==> src/rtl/program_loader.sv <==
// program_loader
//   Boot-time loader between a byte stream source (e.g. a UART receiver) and
//   the instruction memory write port. It receives a framed program,
//   assembles little-endian 32-bit words, writes them to memory, and holds
//   the CPU in reset until the whole frame has passed its XOR checksum.
//
//   Frame: COUNT_LO, COUNT_HI, N x 4 payload bytes (LSB first), CHK.
//   CHK is the XOR of every preceding byte in the frame.
//
// Ports
//   CLK            system clock, rising edge
//   RESET          synchronous active-high reset
//   RxData         incoming stream byte
//   RxValid        RxData valid this cycle
//   RxReady        loader can accept a byte (accept = RxValid && RxReady)
//   MemWriteEnable one-cycle instruction memory write strobe
//   MemAddress     byte address of the written word (multiple of 4)
//   MemWriteData   assembled instruction word
//   CPUReset       CPU datapath reset, high until a verified load completes
//   Done           sticky: load complete and checksum matched
//   Error          sticky: frame rejected (oversize count or bad checksum)

module program_loader #(
  parameter int unsigned MAX_WORDS = 1024
) (
  input  logic        CLK,
  input  logic        RESET,
  input  logic [7:0]  RxData,
  input  logic        RxValid,
  output logic        RxReady,
  output logic        MemWriteEnable,
  output logic [31:0] MemAddress,
  output logic [31:0] MemWriteData,
  output logic        CPUReset,
  output logic        Done,
  output logic        Error
);

  localparam logic [15:0] MAX_N = 16'(MAX_WORDS);

  typedef enum logic [2:0] {
    S_CNT_LO,
    S_CNT_HI,
    S_DATA,
    S_CHECK,
    S_RUN,
    S_ERROR
  } state_e;

  state_e      state_q;
  logic [7:0]  cnt_lo_q;
  logic [15:0] count_q;
  logic [1:0]  byte_idx_q;
  logic [15:0] word_idx_q;
  logic [7:0]  chk_q;
  // Lower three bytes of the word under assembly; the top byte goes
  // straight from RxData into the write data register.
  logic [23:0] asm_q;
  logic        we_q;
  logic [31:0] addr_q;
  logic [31:0] wdata_q;
  logic        cpu_reset_q;
  logic        done_q;
  logic        error_q;

  logic        accept;
  logic [15:0] count_d;
  logic [7:0]  chk_d;
  logic        last_word;

  // RxReady is decoded from state so it drops together with Done/Error.
  always_comb begin
    RxReady = 1'b0;
    case (state_q)
      S_CNT_LO, S_CNT_HI, S_DATA, S_CHECK: RxReady = 1'b1;
      default:                             RxReady = 1'b0;
    endcase
  end

  always_comb begin
    accept    = RxValid && RxReady;
    count_d   = {RxData, cnt_lo_q};
    chk_d     = chk_q ^ RxData;
    last_word = (word_idx_q == (count_q - 16'd1));
  end

  always_ff @(posedge CLK) begin
    if (RESET) begin
      state_q     <= S_CNT_LO;
      cnt_lo_q    <= '0;
      count_q     <= '0;
      byte_idx_q  <= '0;
      word_idx_q  <= '0;
      chk_q       <= '0;
      asm_q       <= '0;
      we_q        <= 1'b0;
      addr_q      <= '0;
      wdata_q     <= '0;
      cpu_reset_q <= 1'b1;
      done_q      <= 1'b0;
      error_q     <= 1'b0;
    end else begin
      we_q <= 1'b0;
      if (accept) begin
        case (state_q)
          S_CNT_LO: begin
            chk_q    <= chk_d;
            cnt_lo_q <= RxData;
            state_q  <= S_CNT_HI;
          end

          S_CNT_HI: begin
            chk_q   <= chk_d;
            count_q <= count_d;
            if (count_d > MAX_N) begin
              state_q <= S_ERROR;
              error_q <= 1'b1;
            end else if (count_d == 16'd0) begin
              state_q <= S_CHECK;
            end else begin
              state_q <= S_DATA;
            end
          end

          S_DATA: begin
            chk_q      <= chk_d;
            byte_idx_q <= byte_idx_q + 2'd1;
            case (byte_idx_q)
              2'd0: asm_q[7:0]   <= RxData;
              2'd1: asm_q[15:8]  <= RxData;
              2'd2: asm_q[23:16] <= RxData;
              default: begin
                // Fourth byte: issue the write now; the next byte (or CHK)
                // can be accepted while the strobe is high.
                we_q       <= 1'b1;
                addr_q     <= {14'd0, word_idx_q, 2'b00};
                wdata_q    <= {RxData, asm_q};
                word_idx_q <= word_idx_q + 16'd1;
                if (last_word) begin
                  state_q <= S_CHECK;
                end
              end
            endcase
          end

          S_CHECK: begin
            if (RxData == chk_q) begin
              state_q     <= S_RUN;
              cpu_reset_q <= 1'b0;
              done_q      <= 1'b1;
            end else begin
              state_q <= S_ERROR;
              error_q <= 1'b1;
            end
          end

          default: ;
        endcase
      end
    end
  end

  assign MemWriteEnable = we_q;
  assign MemAddress     = addr_q;
  assign MemWriteData   = wdata_q;
  assign CPUReset       = cpu_reset_q;
  assign Done           = done_q;
  assign Error          = error_q;

endmodule
==> config.mk <==
export PLATFORM = sky130hd
export DESIGN_NAME = program_loader
export DESIGN_NICKNAME = d
export VERILOG_FILES = /design/src/rtl/program_loader.sv
export SDC_FILE = /design/constraint.sdc
export NUM_CORES = 1
export LEC_CHECK = 0
export CORE_ASPECT_RATIO = 1.75
export CORE_MARGIN = 2
export CORE_UTILIZATION = 59
export CTS_BUF_LIST = sky130_fd_sc_hd__clkbuf_8 sky130_fd_sc_hd__clkbuf_16
export DETAILED_ROUTE_END_ITERATION = 8
export PLACE_DENSITY = 0.85
export SYNTH_ARGS = -nofsm -noshare
export SYNTH_HDL_FRONTEND = slang
export SYNTH_SLANG_ARGS = --single-unit
==> constraint.sdc <==
create_clock -name CLK -period 3.9 [get_ports CLK]
set_clock_uncertainty 0.1 [all_clocks]
set_input_delay 0.78 -clock CLK [delete_from_list [all_inputs] [get_ports CLK]]
set_output_delay 0.78 -clock CLK [all_outputs]
set_load 0.02 [all_outputs]
==> impl_metrics.toml <==
[power]
finalPower_w = 0.00317
p_leak_nw = 2.39
vdd_ir_drop_max_v = 0.000376
p_per_area_nw_per_um2 = 462

[status]
status = "finished clean"

[finish]
nets = 779
design_area_um2 = 6860
drive_gt1_share_pct = 7.74
final_common_cell = "nand2_1"
syn_to_final_growth_pct = 21.1
fin_util_pct = 72.9
stdcell_count = 897
final_cell_mix = "nand2_1, dfxtp_1, a21oi_1"
fillers = 692
diodes = 0

[timing]
post-route-period-util_pct = 69.1
finalHoldViolCount = 0
fmaxAchievable_mhz = 371
rsz0062_at_grt = "no"
min_period_ns = 2.69
slew_violations = 0
slew-limit-headroom_pct = 42.0
tns_ns = 0
worst_pin_slew_ns = 0.870
setup_viol = 0

[placed_design]
placed_area_um2 = 6250
dpl.hpwl_mm = 9.64
dp.cells = 865
port_buffers = 63
gp_congestion = 0.867

[synthesis]
synth_top_area_share_pct = 45.6
synth_cell_type_count = 53
synth-main-ff-cell = "dfxtp_1"
yosysTopAreaCell = "dfxtp_1"
syn_inst = 722
yosys_warnings = 0
ys_ff_latch = 129
synth_enable_flop_cells = 0
syn_area_um2 = 5660
ys_seq_area_share_pct = 45.6
postSynth.asyncResetShare_pct = 0
post_synth.cell_area_avg_um2 = 7.84
synthTopCellsByArea = "dfxtp_1, nand2_1, a21oi_1, xor2_1, clkbuf_1"

[global_route]
grt_pass1_vias = 5139
antenna_found_initial = 0
grt_overflow = 0
grt_first_pass_wirelength_mm = 23.6
grt_max_degree = 89
track_usage_pct = 28.5

[floorplanning]
io-pin-count = 80
core_um2 = 9410
rows = 47
dieArea_um2 = 10400
die_w_um = 78.1
start_util_pct = 60.2
die_h_um = 134

[clock_tree]
cts_buffer_depth = 2
cts_resized = 0
h-tree-depth = 4
cts_setup_buffers = 0
cts_hold_buf = 0
clk_pin_slew_ns = 0.06
insertion_delay_ns = 0.42
root_buffer = "clkbuf_16"
cts_tree = "built"
numCtsBuffers = 17
cts.sinks = 129

[drt]
vias_per_cell = 5.71
drt_pass1_iterations = 5
drc = 0
drt.antenna.violating_nets = 0
wl_mm = 14.1
vias = 5121
wl_per_cell_um = 15.7
drt_iter0_markers = 285

[setup_path]
end_kind = "flip-flop"
critPathLaunchType = "primary input"
worstPathArrival_ns = 2.94
crit_fanout = 7
crit_type = "in -> reg"
critPathRequiredTime_ns = 4.14

[run]
drv_cap = 0

[min_path]
hp-class = "reg -> reg"
[Yosys cell counts (3+ instances only)]
cell type	count
a21oi_1	108
a31oi_1	3
and2_1	3
buf_4	18
clkbuf_1	46
dfxtp_1	129
ha_1	6
inv_1	10
nand2_1	194
nand3_1	33
nand3b_1	3
nand4_1	6
nor2_1	39
nor3_1	7
nor3b_1	3
nor4_1	5
nor4_2	3
nor4b_1	3
o21ai_0	7
or3_1	9
xnor2_1	17
xor2_1	26
[report_power, final]
part / internal (W) / total, W / switching [W]
logic: 0.0000708 / 0.000193 / 0.000122
registers: 0.00134 / 0.00136 / 0.0000240
clock network: 0.00101 / 0.00161 / 0.000602
total: 0.00242 / 0.00317 / 0.000748
[worst paths after layout]
path,startpoint,end,slack [ns],cells after the start
min reg2reg,MemWriteData[7],MemWriteData[7],0.35,2
max reg2reg,count_q[0],state_q[0],1.40,8
max,RxValid,word_idx_q[13],1.21,6
min,MemWriteData[7],MemWriteData[7],0.35,2
[kinds of logic (layout without fill, tap and decap cells)]
| kind of cell | Yosys count | after routing | synth area share (%) |
|---|---|---|---|
| buffers and inverters | 78 | 116 | 6.52 |
| other | 1 | 16 | 0.0662 |
| DFF | 129 | 129 | 45.6 |
| adders and majority gates | 6 | 6 | 1.33 |
| muxes | 3 | 3 | 0.552 |
| xor gates and xnor gates | 43 | 43 | 6.65 |
| AOI/OAI and AO/OA | 134 | 134 | 12.7 |
| and+or+nand+nor | 328 | 328 | 26.5 |
[registers in the layout, indices dropped and copies added, names as in the netlist, 2 cells and up]
register,count
asm_q,24
chk_q,8
byte_idx_q,2
MemAddress,16
count_q,16
cnt_lo_q,8
word_idx_q,16
state_q,3
MemWriteData,32
[layout make-up]
type                       count  area (µm²)  area share, %
clock buffer                  17         425           6.20
clock inverter                15         181           2.65
inverter                      12        45.0          0.657
multi-input combinational    530        2770           40.5
sequential                   129        2580           37.7
tap                          122         153           2.23
timing repair buffer          72         696           10.1
[per-stage QoR]
| stage | worst slack, ns | hold WS (ns) |
|---|---|---|
| 2_1_floorplan | 1.49 | 0.332 |
| 3_3_place_gp | 0.874 | 0.343 |
| 3_5_place_dp | 0.817 | 0.347 |
| 4_1_cts | 1.25 | 0.355 |
| 5_1_grt | 1.07 | 0.371 |
| 6_report | 1.21 | 0.353 |
[layer usage]
layer	track usage, %	vias up	share of wire (%)
li1	-	2456	-
met2	50.1	190	52
met5	0	-	0
met3	7.93	81	4.7
met1	28.1	2394	36
met4	20.8	0	7.0
[worst max-delay path, stage by stage]
cell and delay, ns:
clkdlybuf4s50_1 0.56, nand3b_1 0.16, or4_4 0.56, or3_4 0.38, or3_1 0.34, a21oi_1 0.16
No activity file was read; power rests on OpenSTA's default activity.
